<file path="config.mk">
export PLATFORM = sky130hd
export DESIGN_NAME = dac_spi_master
export DESIGN_NICKNAME = d
export VERILOG_FILES = /design/src/rtl/dac_spi_master.sv
export SDC_FILE = /design/constraint.sdc
export NUM_CORES = 1
export LEC_CHECK = 0
export ABC_CLOCK_PERIOD_IN_PS = 3700
export BUFFER_PORTS_ARGS = -buffer_cell sky130_fd_sc_hd__buf_2
export CORE_ASPECT_RATIO = 0.7
export CORE_MARGIN = 3
export CORE_UTILIZATION = 61
export CTS_BUF_LIST = sky130_fd_sc_hd__clkbuf_4 sky130_fd_sc_hd__clkbuf_8
export DETAILED_ROUTE_END_ITERATION = 8
export GPL_ROUTABILITY_DRIVEN = 1
export PLACE_DENSITY_LB_ADDON = 0.25
export SYNTH_ARGS = -nofsm -noshare
export SYNTH_HDL_FRONTEND = slang
export SYNTH_SLANG_ARGS = --single-unit
</file>
<file path="constraint.sdc">
create_clock -name DAC_CLK -period 3.7 [get_ports DAC_CLK]
set_input_delay 0.185 -clock DAC_CLK [delete_from_list [all_inputs] [get_ports DAC_CLK]]
set_output_delay 0.185 -clock DAC_CLK [all_outputs]
set_load 0.03 [all_outputs]
</file>
<file path="src/rtl/dac_spi_master.sv">
// SPI command initiator for the DACx0504 24-bit interface, clocked directly by DAC_CLK (also the pin SCLK).
// Writes are one frame; reads are a read frame plus an automatic echo frame that clocks back DAC_SDO.
module dac_spi_master #(
    parameter int          CS_GAP   = 2,
    parameter logic [23:0] ECHO_CMD = 24'h000000
) (
    input  logic        DAC_CLK,
    input  logic        SYS_RST,
    input  logic        cmd_valid,
    output logic        cmd_ready,
    input  logic        cmd_rd,
    input  logic [3:0]  cmd_addr,
    input  logic [15:0] cmd_data,
    output logic        rsp_valid,
    output logic [15:0] rsp_data,
    output logic        rsp_err,
    output logic        busy,
    output logic        DAC_CS_N,
    output logic        DAC_SDI,
    input  logic        DAC_SDO
);

    localparam int          GAP_EFF  = (CS_GAP < 1) ? 1 : CS_GAP;
    localparam logic [15:0] GAP_LOAD = 16'(GAP_EFF - 1);

    typedef enum logic [1:0] {
        ST_IDLE,
        ST_FRAME,
        ST_GAP
    } state_t;

    state_t      r_state;
    logic [4:0]  r_cnt;
    logic [15:0] r_gap;
    logic [22:0] r_tx;
    logic [23:0] r_rx;
    logic        r_rd;
    logic [3:0]  r_addr;
    logic        r_echo;
    logic        r_ready;
    logic        r_busy;
    logic        r_cs_n;
    logic        r_sdi;
    logic        r_rsp_valid;
    logic [15:0] r_rsp_data;
    logic        r_rsp_err;

    logic        w_accept;
    logic [23:0] w_word;
    logic        w_echo_next;

    assign w_accept    = cmd_valid & r_ready;
    assign w_word      = {cmd_rd, 3'b000, cmd_addr, (cmd_rd ? 16'h0000 : cmd_data)};
    assign w_echo_next = r_rd & ~r_echo;

    always_ff @(posedge DAC_CLK or posedge SYS_RST) begin
        if (SYS_RST) begin
            r_state     <= ST_IDLE;
            r_cnt       <= '0;
            r_gap       <= '0;
            r_tx        <= '0;
            r_rx        <= '0;
            r_rd        <= 1'b0;
            r_addr      <= '0;
            r_echo      <= 1'b0;
            r_ready     <= 1'b1;
            r_busy      <= 1'b0;
            r_cs_n      <= 1'b1;
            r_sdi       <= 1'b0;
            r_rsp_valid <= 1'b0;
            r_rsp_data  <= '0;
            r_rsp_err   <= 1'b0;
        end else begin
            r_rsp_valid <= 1'b0;
            case (r_state)
                ST_IDLE: begin
                    if (w_accept) begin
                        r_state <= ST_FRAME;
                        r_ready <= 1'b0;
                        r_busy  <= 1'b1;
                        r_rd    <= cmd_rd;
                        r_addr  <= cmd_addr;
                        r_echo  <= 1'b0;
                        r_cs_n  <= 1'b0;
                        r_tx    <= w_word[22:0];
                        r_sdi   <= w_word[23];
                        r_cnt   <= 5'd1;
                    end
                end
                ST_FRAME: begin
                    r_cnt <= r_cnt + 5'd1;
                    // E1 is the DAC's arming edge: data only moves from E2 on
                    if (r_cnt >= 5'd2 && r_cnt <= 5'd24) begin
                        r_tx  <= {r_tx[21:0], 1'b0};
                        r_sdi <= r_tx[22];
                    end
                    if (r_cnt >= 5'd2 && r_cnt <= 5'd25) begin
                        r_rx <= {r_rx[22:0], DAC_SDO};
                    end
                    if (r_cnt == 5'd26) begin
                        r_cs_n <= 1'b1;
                        r_sdi  <= 1'b0;
                        r_gap  <= GAP_LOAD;
                        if (r_echo) begin
                            r_rsp_valid <= 1'b1;
                            r_rsp_data  <= r_rx[15:0];
                            r_rsp_err   <= (r_rx[23:16] != {4'h8, r_addr});
                        end
                        // A one-cycle gap before IDLE is covered by the IDLE cycle itself
                        if (w_echo_next || GAP_EFF > 1) begin
                            r_state <= ST_GAP;
                        end else begin
                            r_state <= ST_IDLE;
                            r_ready <= 1'b1;
                            r_busy  <= 1'b0;
                        end
                    end
                end
                ST_GAP: begin
                    if (w_echo_next) begin
                        if (r_gap == 16'd0) begin
                            r_state <= ST_FRAME;
                            r_echo  <= 1'b1;
                            r_cs_n  <= 1'b0;
                            r_tx    <= ECHO_CMD[22:0];
                            r_sdi   <= ECHO_CMD[23];
                            r_cnt   <= 5'd1;
                        end else begin
                            r_gap <= r_gap - 16'd1;
                        end
                    end else if (r_gap <= 16'd1) begin
                        r_state <= ST_IDLE;
                        r_ready <= 1'b1;
                        r_busy  <= 1'b0;
                    end else begin
                        r_gap <= r_gap - 16'd1;
                    end
                end
                default: begin
                    r_state <= ST_IDLE;
                    r_ready <= 1'b1;
                    r_busy  <= 1'b0;
                    r_cs_n  <= 1'b1;
                    r_sdi   <= 1'b0;
                end
            endcase
        end
    end

    assign cmd_ready = r_ready;
    assign busy      = r_busy;
    assign DAC_CS_N  = r_cs_n;
    assign DAC_SDI   = r_sdi;
    assign rsp_valid = r_rsp_valid;
    assign rsp_data  = r_rsp_data;
    assign rsp_err   = r_rsp_err;

endmodule

</file>
# [Yosys cells after proc, flatten, opt, wreduce, memory -nomap -nowiden]
# Index checks and enable logic that the tools add are counted.
[word_totals] out_inout_bits=22 latchBits=0 in_bits=25 elab_cells=102 mem_count=0 rom_bits=0 mem_bits_rw=0 register_bits=98
[classes] shift=0 div_mod_pow=0 n_addsub=2 muxes=43 n_lt_le_gt_ge=4 n_eq_ne=16 bitwise_logic=4 reduce_logical=18 n_mul=0
[ops] op="$mux W23" n=4
[ops] op="$mux W16" n=5
[ops] op="$pmux W23 S3" n=1
[ops] op="$pmux W16 S2" n=1
[ops] op="$reduce_and A4 Y1" n=7
[ops] op="$mux W1" n=17
[ops] op="$le A16 B1 Y1 const B" n=1
[ops] op="$logic_not A16 Y1" n=1
[ops] op="$sub A16 B1 Y16 const B" n=1
[ops] op="$mux W5" n=3
[ops] op="$ne A3 B3 Y1 const B" n=5
[ops] op="$pmux W5 S3" n=1
[ops] op="$ne A2 B2 Y1 const B" n=7
[ops] op="$pmux W1 S3" n=4
[ops] op="$le A5 B5 Y1 const B" n=2
[ops] op="$mux W2" n=5
[ops] op="$ne A8 B8 Y1" n=1
[ops] op="$pmux W2 S3" n=1
[ops] op="$add A5 B1 Y5 const B" n=1
[ops] op="$eq A5 B5 Y1 const B" n=1
[ops] op="$ge A5 B2 Y1 const B" n=1
[ops] op="$reduce_and A5 Y1" n=1
[ops] op="$reduce_and A2 Y1" n=2
[ops] op="$reduce_bool A2 Y1" n=2
[ops] op="other kinds (9)" n=12

# [Depth between registers and ports, before layout]
# Gate-level depths: netlist (run 1).
[depth] depth_word=5 mapped_depth=9 mapped_depth_nobuf=7

# [Least setup slack after synthesis (run 1)]
# No wires, ideal clock.
[synth_path] kind="register to register" from="register r_gap[0]" to="register r_tx[10]" required_ns=3.575 path_stages_with_launch=9 arrival_ns=2.283 synth_period_minus_slack_ns=2.408 setup_time_ns=0.125 path_slack_ns=1.292 n_path_buf=1 path_cell_list="dfrtp_1 inv_1 ha_1 nor4b_1 nand4_1 a211oi_2 o311ai_2 buf_6 mux2_2"
[synth_via] elab_chain_len=3
[synth_rtl] element="start: declaration" line_no="34" source="logic [15:0] r_gap;"
[synth_rtl] element="start signal: assignment" line_no="129" source="r_gap <= r_gap - 16'd1;"
[synth_rtl] element="start signal: assignment" line_no="136" source="r_gap <= r_gap - 16'd1;"
[synth_rtl] element="$logic_not A16 Y1" line_no="121" source="if (r_gap == 16'd0) begin"
[synth_rtl] element="$ne A2 B2 Y1 (no line)"
[synth_rtl] element="$reduce_and A5 Y1 (no line)"
[synth_rtl] element="end signal: assignment" line_no="85" source="r_tx <= w_word[22:0];"
[synth_rtl] element="end signal: assignment" line_no="94" source="r_tx <= {r_tx[21:0], 1'b0};"
[synth_rtl] element="end signal: assignment" line_no="125" source="r_tx <= ECHO_CMD[22:0];"
[synth_rtl] element="end: declaration" line_no="35" source="logic [22:0] r_tx;"
# Every way passes these cells.
# A chain may end at the register's enable or synchronous reset.

# [Worst setup path after layout (run 1)]
[layout_path] from="register r_gap[12]" to="register r_tx[6]"
# Same word-level chain as after synthesis.

==> key figures, run 1 <==
Clocking
  – Clk sinks: 98
  – Clock Tree Buf Depth: 2
  – Worst-path clk slew: 0.09 ns
  – Total CTS buffers: 9
  – Number of buffers added for setup after CTS: 0
  – CTS tree: built
  – CTS root buffer: clkbuf_8
  – Clk Latency, worst-skew pair: between 0.3 and 0.4 ns
  – H-tree Lvls: 3
  – CTS Hold Buffers Added: 0
  – Cts repair resizes: 0

Global routing
  – Vias in the first global route: between 3000 and 4000
  – GRT Util Overall: 0.2308
  – Gr busiest metal: met2
  – Met1 Use GR: 0.3320
  – Congestion Overflow GR: 0
  – Largest net degree at the start of global routing: 79
  – Met2 usage: 0.3499
  – GR Layer Usage met3: 0.06212
  – Initial antenna violation count: 0
  – Global-route wire length before repair: 16280 um

Final layout
  – Util after Layout: 0.7069
  – Share of cells above drive strength 1: 0.3282
  – N_diodes: 0
  – Fill cell count: 547
  – Most frequent cells in the layout: 96 x dfrtp_1, 61 x mux2_2, 46 x buf_2
  – Area of the multi-input gates: between 2000 and 2500 um^2
  – Most common cell after layout, fill and taps aside: dfrtp_1
  – Total Nets Final: ~500
  – Sequential cell area: 2455 um^2
  – Area grow syn2layout: 10.84%

Placed design
  – Port Buffer Count: 46
  – Setup WS pre-CTS: 0.7466 ns
  – Gpl congestion: 0.8364
  – Dpl hpwl: 6690 um

Timing
  – Slew Limit Fails: 0
  – Final setup TNS: 0 ns
  – RSZ-0062 raised after global routing: no
  – Final WS setup: 0.6127 ns
  – Relative slew slack: 0.2491
  – Peak Freq: 323.9 MHz
  – Final setup vio count: 0
  – Final-report hold violation count: 0
  – Clock Skew: a little under 0.005 ns
  – Worst-Margin Slew: 1.124 ns
  – Final min period: 3.087 ns
  – Tcrit/Tclk final: 0.8344

Worst setup path
  – Req. time, crit path: between 3 and 4 ns
  – Arr. time, crit path: 3.34 ns
  – Worst setup EP type: flop
  – Crit Path Class: flop to flop
  – CP startpoint kind: flop
  – Worst Path Max Fanout: 23

Logic synthesis
  – Most area-hungry cell type in the Yosys netlist: dfrtp_1
  – Post-synth EDFFs: 0
  – Post-synth top flop: dfrtp_1
  – Syn_nets: between 400 and 500
  – Area fraction of the dominant cell type after synthesis: 0.5101
  – Post-Syn Area: 4710 um^2
  – Ranking of synthesized cells by area: dfrtp_1 51%, mux2_2 15%, ha_1 3.2%
  – Syn_area_per_cell: 11.63 um^2
  – Asr flop ratio synth: 1.000
  – Cells after Synth: slightly above 400
  – Yosys warning total: 0
  – Seq cells post-synth: 98
  – Sequential area share after synthesis: 0.5213
  – Yosys cell types: 54

Floorplan
  – Die area: 8828 um^2
  – I/O pin cnt: 47
  – Die H: 79.52 um
  – Core ar.: between 7000 and 8000 um^2
  – Row count: 26
  – Starting Density: 0.6377
  – DIE WIDTH: 111.0 um

Run status
  – Status: finished, final reports clean

Drt
  – Initial DRC Count: 335
  – Routed len/inst: 17.61 um
  – First drt pass iteration count: 5
  – Total Routed Length: 9721 um
  – Via density: 6.185
  – Final routed DRC violation total: 0
  – Via Count: between 3000 and 4000
  – Final ANT Viol Nets: 0

Power
  – Peak VDD IR: 0.0003360 V
  – Static leakage: ~2.5 nW
  – PwrDens: roughly 730 nW/um^2

Flow run
  – MaxCap Viol Count: 0

Min path
  – Hold/Removal Path Class: input port to async pin
[through the flow]
step | hold slack [ns] | power, mW | instances | cell area (um^2)
after detailed placement | 0.4287 | 3.150 | 536 | 5040
after global placement | 0.4238 | 3.071 | 536 | 5040
after global routing | 0.03208 | 4.062 | 552 | 5220
final | 0.02349 | 3.794 | 552 | 5220
after floorplan | 0.3188 | 2.794 | 405 | 4710
after CTS | 0.02707 | 3.802 | 552 | 5220
[cells in the mapped netlist, drive strengths merged, types with 4 or more instances]
cell	number
a21oi	16
inv	17
nor4	4
buf	6
dfrtp	96
a22o	15
nor3	9
nand3	14
or4	14
o21ai	18
or2	4
nand2	26
clkbuf	14
and2	4
nand4	6
nor2	12
o31ai	11
ha	12
or3	4
mux2	61
[worst max-delay path, cell delays in order (launching register included)]
cell      delay, ns
dfrtp_1        0.43
nor4_1         0.56
nand4_1        0.36
a211oi_2       0.69
o311ai_4       0.50
mux2_2         0.42
[worst paths after layout]
check                                  from   endpoint  slack (ns)  depth (start not counted)
worst max-delay path              r_gap[12]    r_tx[6]        0.61                          5
worst min register to register     r_tx[20]   r_tx[20]        0.50                          1
min in group DAC_CLK            cmd_data[0]    r_tx[0]        0.05                          3
worst max register to register    r_gap[12]    r_tx[6]        0.61                          5
max in group asynchronous           SYS_RST  cmd_ready        2.75                          3
worst min-delay path                SYS_RST    r_tx[1]        0.02                          2
[report_power, final]
part / internal [mW] / switching (mW)
sequential: 1.35 / 0.224
clock: 0.278 / 0.362
combinational: 0.661 / 0.921
[final cells by class]
| type | instances | area share |
|---|---|---|
| tap | 98 | 0.02349 |
| clock buffer | 11 | 0.02900 |
| inverter | 17 | 0.01270 |
| sequential | 98 | 0.4703 |
| multi-input combinational | 270 | 0.4048 |
| timing repair buffer | 53 | 0.05417 |
| clock inverter | 5 | 0.005513 |
[cells by family (layout without fill, tap and decap cells)]
| kind of cell | count (synthesis) | in the layout | synth area share |
|---|---|---|---|
| adders and majority gates | 12 | 12 | 0.03188 |
| muxes | 64 | 64 | 0.1522 |
| buffers and inverters | 37 | 86 | 0.03321 |
| xor gates and xnor gates | 4 | 4 | 0.007440 |
| AOI/OAI and AO/OA | 85 | 85 | 0.1305 |
| DFF | 98 | 98 | 0.5213 |
| and+or+nand+nor | 105 | 105 | 0.1235 |
[sequential cells by signal, indices dropped and copies added (netlist names), 2 cells and up]
name / flops
r_addr: 4
r_cnt: 5
r_gap: 16
r_rx: 24
r_state: 2
r_tx: 23
rsp_data: 16
[layer usage]
metal	routed length (um)	vias up
met5	0	-
met4	125	0
met3	623	12
met2	4428	113
met1	4543	1707
li1	-	1582
Note: power is estimated with default switching activity, not from simulation.
==> run 2, diff against run 1 <==
ABC_CLOCK_PERIOD_IN_PS = 2600   (was 3700)
CORE_UTILIZATION = 55   (was 61)
clock period = 2.6 ns   (was 3.7 ns; I/O delays follow)
==> key figures, run 2 (same netlist as run 1, synthesis figures left out) <==
Worst setup path
  – CP startpoint kind: flop
  – Setup slack, reg-to-reg: 0.10 ns (-0.51 ns)
  – CP Launch Point: r_gap[4]
  – Crit path cell chain: or3_1, or4_4, a2111o_1, or4_1, a21oi_1
  – Crit Path Class: flop to flop
  – Arr. time, crit path: 2.80 ns (-0.54 ns)
  – Slowest cell on the critical path: or4_4
  – Worst setup EP type: flop
  – CP peak stage delay: 0.55 ns (-0.14 ns)
  – Req. time, crit path: 2.90 ns (-1.05 ns)
  – Worst Path Max Fanout: 5 (-78%)
  – RR Endpoint: r_gap[15]
  – Reg2reg start: r_gap[4]
  – FF-to-FF path depth: 5 (unchanged)
  – Critical Path Sink: r_gap[15]

Floorplan
  – DIE WIDTH: 116.6 um (+5.0%)
  – I/O pin cnt: 47 (unchanged)
  – Core ar.: 8074 um^2 (+9.3%)
  – Die area: 9727 um^2 (+10%)
  – Row count: 27 (+3.8%)
  – Starting Density: 0.5833 (-0.05446)
  – Die H: 83.42 um (+4.9%)

Min path
  – Hold/Removal Path Class: input port to flop

Clocking
  – H-tree Lvls: 3 (unchanged)
  – Clk sinks: 98 (unchanged)
  – CTS tree: built
  – Clock Tree Buf Depth: 2 (unchanged)
  – Number of buffers added for setup after CTS: 0 (unchanged)
  – Clk Latency, worst-skew pair: 0.37 ns (about the same)
  – Worst-path clk slew: 0.09 ns (about the same)
  – CTS root buffer: clkbuf_8
  – Total CTS buffers: 9 (unchanged)

Global routing
  – Initial antenna violation count: 0 (unchanged)
  – Largest net degree at the start of global routing: 99 (+25%)
  – Global-route wire length before repair: 15640 um (-3.9%)
  – Congestion Overflow GR: 0 (unchanged)
  – GRT Util Overall: 0.2026 (-0.02821)
  – Vias in the first global route: 3173 (-2.5%)

Timing
  – Clock Skew: 0.01175 ns (+0.006807 ns)
  – RSZ-0062 raised after global routing: no
  – Peak Freq: 400.2 MHz (+24%)
  – Worst-Margin Slew: 0.7902 ns (-0.3335 ns)
  – Final min period: 2.499 ns (-0.5882 ns)
  – Slew Limit Fails: 0 (unchanged)
  – Relative slew slack: 0.4729 (+0.2238)
  – Final setup vio count: 0 (unchanged)
  – Tcrit/Tclk final: 0.9612 (+0.1268)
  – Final-report hold violation count: 0 (unchanged)
  – Final setup TNS: 0 ns (unchanged)

Placed design
  – Port Buffer Count: 46 (unchanged)
  – Dpl hpwl: 6460 um (-3.4%)
  – DP Area: 5152 um^2 (+2.2%)
  – Gpl congestion: 0.8549 (+2.2%)

Final layout
  – Share of cells above drive strength 1: 0.3440 (+0.01582)
  – N_diodes: 0 (unchanged)
  – Most frequent cells in the layout: 96 x dfrtp_1, 61 x mux2_2, 46 x buf_2
  – Most common cell after layout, fill and taps aside: dfrtp_1
  – Final Instance Area: 5435 um^2 (+4.1%)
  – Largest regs: r_rx: 24 flops, r_tx: 23 flops
  – Area grow syn2layout: 15.41%
  – Largest register FFs: 24 (unchanged)
  – Reg with most FFs: r_rx
  – Total Nets Final: 500 (+2.9%)

Drt
  – First drt pass iteration count: 4 (-1)
  – Final routed DRC violation total: 0 (unchanged)
  – Via Count: 3312 (-3.0%)
  – Routed len/inst: 16.21 um (-8.0%)
  – Total Routed Length: 9221 um (-5.1%)
  – Initial DRC Count: 224 (-33%)
  – Final ANT Viol Nets: 0 (unchanged)
  – Via density: 5.821 (-5.9%)

Flow run
  – MaxCap Viol Count: 0 (unchanged)

Power
  – Clock share of power: 0.203 (+0.034)
  – Static leakage: 2.636 nW (+3.9%)
  – Peak VDD IR: 0.0004538 V (+35%)
  – Sequential group share of total power: 0.382 (-0.032)
  – Switching Share: 0.3711 (-0.02619)
  – Gate power share: 0.414 (-0.003)
  – Psw: 2.169 mW (+44%)
  – PwrDens: 1075 nW/um^2 (+48%)
  – Internal: 3.676 mW (+61%)

Run status
  – Status: finished, final reports clean
==> run 2: worst min path at each step <==
| stage | to | startpoint | depth (start not counted) |
|---|---|---|---|
| floorplan | r_tx[0] | cmd_data[0] | 2 |
| global placement | r_cnt[1] | SYS_RST | 3 |
| detailed placement | r_cnt[2] | SYS_RST | 3 |
| CTS | r_rd | cmd_rd | 2 |
| global route | r_addr[0] | cmd_addr[0] | 3 |
| finish | r_addr[0] | cmd_addr[0] | 3 |
==> run 2: per-stage QoR <==
step	total power [mW]	utilization	worst slack, ns	std cells	hold slack, ns
4_1_cts	5.867	0.6724	0.09631	569	0.04000
3_3_place_gp	4.562	0.6382	0.1792	550	0.3213
3_5_place_dp	4.651	0.6382	0.1294	550	0.3167
6_report	5.845	0.6732	0.1009	569	0.05013
2_1_floorplan	3.976	-	0.1923	405	0.2638
5_1_grt	6.250	0.6732	0.04673	569	0.03871
==> run 2: worst max-delay path, delay by kind of cell (launching register included) <==
family           cells  cell delay (ns)
AND/OR/NAND/NOR      3             1.41
AO/OA/AOI/OAI        2             0.62
flip-flops           1             0.41
==> run 2: power by group through the flow <==
stage	Clock, mW	Combinational (mW)	Sequential [mW]
after CTS	1.22	2.42	2.23
after global placement	0	2.33	2.23
after global routing	1.29	2.67	2.29
after detailed placement	0	2.40	2.25
after floorplan	0	1.75	2.22
final	1.19	2.42	2.24
==> run 2: per-layer routing <==
layer  up-vias  track usage  share of wire  routed length, um
met1      1627       0.3141           0.51               4711
met3         6      0.07138          0.064                587
met4         0      0.03438         0.0064                 59
met5         -            0              0                  0
li1       1608            -              -                  -
met2        71       0.2778           0.42               3863
==> run 2: what timing repair did <==
item / in CTS / in global routing
hold endpoints to repair: 98 / 0
setup endpoints to repair: 0 / 21
hold buffers: 3 / 0
gates resized for setup: 0 / 1
==> run 2: final cells by class <==
| cell class | instances | area, um^2 |
|---|---|---|
| Multi-Input combinational cell | 270 | 2120 |
| Clock inverter | 5 | 107.6 |
| Tap cell | 101 | 126.4 |
| Clock buffer | 11 | 138.9 |
| Sequential cell | 98 | 2455 |
| Inverter | 17 | 67.56 |
| Fill cell | 629 | 2639 |
| Timing Repair Buffer | 67 | 420.4 |
==> run 3, diff against run 2 <==
--- a/config.mk
+++ b/config.mk
@@ -6,9 +6,10 @@
 export NUM_CORES = 1
 export LEC_CHECK = 0
+export ABC_AREA = 1
 export ABC_CLOCK_PERIOD_IN_PS = 2600
 export BUFFER_PORTS_ARGS = -buffer_cell sky130_fd_sc_hd__buf_2
 export CORE_ASPECT_RATIO = 0.7
 export CORE_MARGIN = 3
-export CORE_UTILIZATION = 55
+export CORE_UTILIZATION = 56
 export CTS_BUF_LIST = sky130_fd_sc_hd__clkbuf_4 sky130_fd_sc_hd__clkbuf_8
 export DETAILED_ROUTE_END_ITERATION = 8
==> constraint.sdc (replaced) <==
create_clock -name DAC_CLK -period 2.6 [get_ports DAC_CLK]
set_input_delay 0.13 -clock DAC_CLK [delete_from_list [all_inputs] [get_ports DAC_CLK]]
set_output_delay 0.13 -clock DAC_CLK [all_outputs]
set_load 0.1 [all_outputs]
==> key figures, run 3 <==
Placed design
  – Dpl hpwl: 7663 um (+19%)
  – Port Buffer Count: 46 (unchanged)
  – DP Area: 5454 um^2 (+5.9%)
  – Placed Cells: 808 (+47%)
  – Gpl congestion: 0.8970 (+4.9%)
  – Setup WS pre-CTS: 0.5326 ns (+0.4032 ns)

Timing
  – Slew Limit Fails: 0 (unchanged)
  – Clock Skew: 0.009639 ns (-0.002112 ns)
  – Relative slew slack: 0.5996 (+0.1267)
  – Fin Hold WS: 0.04313 ns (-0.006999 ns)
  – Final setup TNS: 0 ns (unchanged)
  – RSZ-0062 raised after global routing: no
  – Final-report hold violation count: 0 (unchanged)
  – Final WS setup: 0.4683 ns (+0.3674 ns)
  – Worst-Margin Slew: 0.5994 ns (-0.1909 ns)
  – Final setup vio count: 0 (unchanged)
  – Tcrit/Tclk final: 0.8199 (-0.1413)
  – Peak Freq: 469.1 MHz (+17%)
  – Final min period: 2.132 ns (-0.3674 ns)

Logic synthesis
  – Top cells by count, synth: 214 x nand2_1, 96 x dfrtp_1, 76 x nand3_1
  – Syn_nets: 697 (+58%)
  – Area fraction of the dominant cell type after synthesis: 0.4675 (-0.04260)
  – Asr flop ratio synth: 1.000 (unchanged)
  – Ranking of synthesized cells by area: dfrtp_1 47%, nand2_1 16%, nand3_1 7.4%
  – Yosys warning total: 0 (unchanged)
  – Post-synth EDFFs: 0 (unchanged)
  – Sequential area share after synthesis: 0.4777 (-0.04353)
  – Top-count cell post-synth: nand2_1
  – Seq cells post-synth: 98 (unchanged)
  – Post-Syn Area: 5139 um^2 (+9.1%)
  – Post-synth top flop: dfrtp_1
  – Cells after Synth: 660 (+63%)
  – Syn_area_per_cell: 7.786 um^2 (-33%)
  – Yosys cell types: 31 (-43%)
  – Most area-hungry cell type in the Yosys netlist: dfrtp_1

Floorplan
  – Starting Density: 0.5914 (+0.008151)
  – DIE WIDTH: 120.5 um (+3.3%)
  – Row count: 28 (+3.7%)
  – Die area: 10380 um^2 (+6.7%)
  – I/O pin cnt: 47 (unchanged)
  – Core ar.: 8688 um^2 (+7.6%)
  – Die H: 86.15 um (+3.3%)

Global routing
  – Congestion Overflow GR: 0 (unchanged)
  – Largest net degree at the start of global routing: 57 (-42%)
  – Global-route wire length before repair: 18720 um (+20%)
  – GRT Util Overall: 0.2227 (+0.02017)
  – Initial antenna violation count: 0 (unchanged)
  – Vias in the first global route: 4066 (+28%)

Power
  – Peak VDD IR: 0.0003270 V (-28%)
  – Psw: 0.5575 mW (-74%)
  – Gate power share: 0.029 (-0.385)
  – Internal: 2.014 mW (-45%)
  – Static leakage: 3.039 nW (+15%)
  – Design Power: 2.571 mW (-56%)
  – Sequential group share of total power: 0.593 (+0.211)
  – Switching Share: 0.2168 (-0.1543)
  – Clock share of power: 0.379 (+0.176)
  – PwrDens: 453.9 nW/um^2 (-58%)

Drt
  – Final routed DRC violation total: 0 (unchanged)
  – Via Count: 4290 (+30%)
  – Via density: 5.206 (-11%)
  – Top Layer Used: met4
  – Routed len/inst: 13.19 um (-19%)
  – Final ANT Viol Nets: 0 (unchanged)
  – Met3 Wirelength: 655 um (+12%)
  – Met1 wire length: 5052 um (+7.2%)
  – Total Routed Length: 10870 um (+18%)
  – Initial DRC Count: 372 (+66%)
  – First drt pass iteration count: 5 (+1)
  – WL met2: 5128 um (+33%)

Final layout
  – Area grow syn2layout: 10.23%
  – Reg with most FFs: r_rx
  – Area of the multi-input gates: 2310 um^2 (+9.0%)
  – Final Instance Area: 5664 um^2 (+4.2%)
  – Util after Layout: 0.6519 (-0.02124)
  – Fill cell count: 758 (+21%)
  – Most frequent cells in the layout: 214 x nand2_1, 96 x dfrtp_1, 76 x nand3_1
  – Share of cells above drive strength 1: 0.1420 (-0.2020)
  – Largest regs: r_rx: 24 flops, r_tx: 23 flops
  – Layout Cells excl Fill: 824 (+45%)
  – Most common cell after layout, fill and taps aside: nand2_1
  – Largest register FFs: 24 (unchanged)
  – Total Nets Final: 738 (+48%)
  – Sequential cell area: 2455 um^2 (unchanged)
  – N_diodes: 0 (unchanged)

Clocking
  – Worst-path clk slew: 0.09 ns (about the same)
  – Number of buffers added for setup after CTS: 0 (unchanged)
  – Clk sinks: 98 (unchanged)
  – CTS root buffer: clkbuf_8
  – Clock Tree Buf Depth: 2 (unchanged)
  – H-tree Lvls: 3 (unchanged)
  – CTS tree: built
  – Clk Latency, worst-skew pair: 0.36 ns (about the same)
  – Total CTS buffers: 9 (unchanged)

Min path
  – Hold/Removal Path Class: input port to flop

Worst setup path
  – Req. time, crit path: 2.85 ns (-0.05 ns)
  – Arr. time, crit path: 2.38 ns (-0.42 ns)
  – Worst setup EP type: flop
  – CP startpoint kind: flop
  – Worst Path Max Fanout: 18 (+13)
  – Crit Path Class: flop to flop

Run status
  – Status: finished, final reports clean

Flow run
  – MaxCap Viol Count: 0 (unchanged)
==> run 3: layout make-up <==
cell class                      count  area share
Clock buffer                       10     0.02430
Clock inverter                      4    0.009278
Inverter                           60     0.04042
Multi-Input combinational cell    475      0.4078
Sequential cell                    98      0.4334
Tap cell                          120     0.02651
Timing Repair Buffer               57     0.05832
==> run 3: worst paths after layout <==
kind | from | end | slack [ns] | depth (start not counted)
max in group asynchronous | SYS_RST | DAC_CS_N | 1.52 | 4
min in group asynchronous | SYS_RST | rsp_data[3] | 0.38 | 3
min reg2reg | r_tx[9] | r_tx[9] | 0.48 | 2
min | cmd_addr[2] | r_addr[2] | 0.04 | 3
max | r_state[0] | r_gap[5] | 0.47 | 11
max reg2reg | r_state[0] | r_gap[5] | 0.47 | 11
==> run 3: worst max-delay path, stage by stage, from the launching register on <==
cell and delay [ns]:
dfrtp_1 0.43, inv_1 0.09, ha_1 0.20, buf_4 0.17, inv_2 0.25, nor2_1 0.13
nand3_1 0.10, nand2_1 0.07, inv_2 0.24, nand2_4 0.19, nand2_1 0.10, nand2_1 0.05
==> run 3: kinds of logic after synthesis <==
family                   after synthesis  share of synthesized area
AO/OA/AOI/OAI                         87                    0.09106
XOR/XNOR                               9                    0.01534
adder cells (fa/ha/maj)               12                    0.02922
buffers and inverters                 87                    0.07280
flip-flops                            98                     0.4777
AND/OR/NAND/NOR                      367                     0.3139
==> run 3: power groups by stage <==
stage	clock network [mW]	logic (mW)	registers (mW)
global route	1.06	0.0876	1.52
global placement	0	0.0731	1.55
detailed placement	0	0.0744	1.55
finish	0.973	0.0739	1.52
floorplan	0	0.0391	1.55
CTS	1.00	0.0767	1.52
==> run 3: repair_timing <==
item	in CTS	in global routing
resized for setup	0	0
setup endpoints to repair	0	0
endpoints found under the hold margin	24	0
hold buffers	2	0
==> run 3: routing by layer <==
layer	vias up	track usage
met5	-	0
met4	0	0.04938
met3	2	0.05405
met2	128	0.3543
met1	1992	0.3138
li1	2168	-
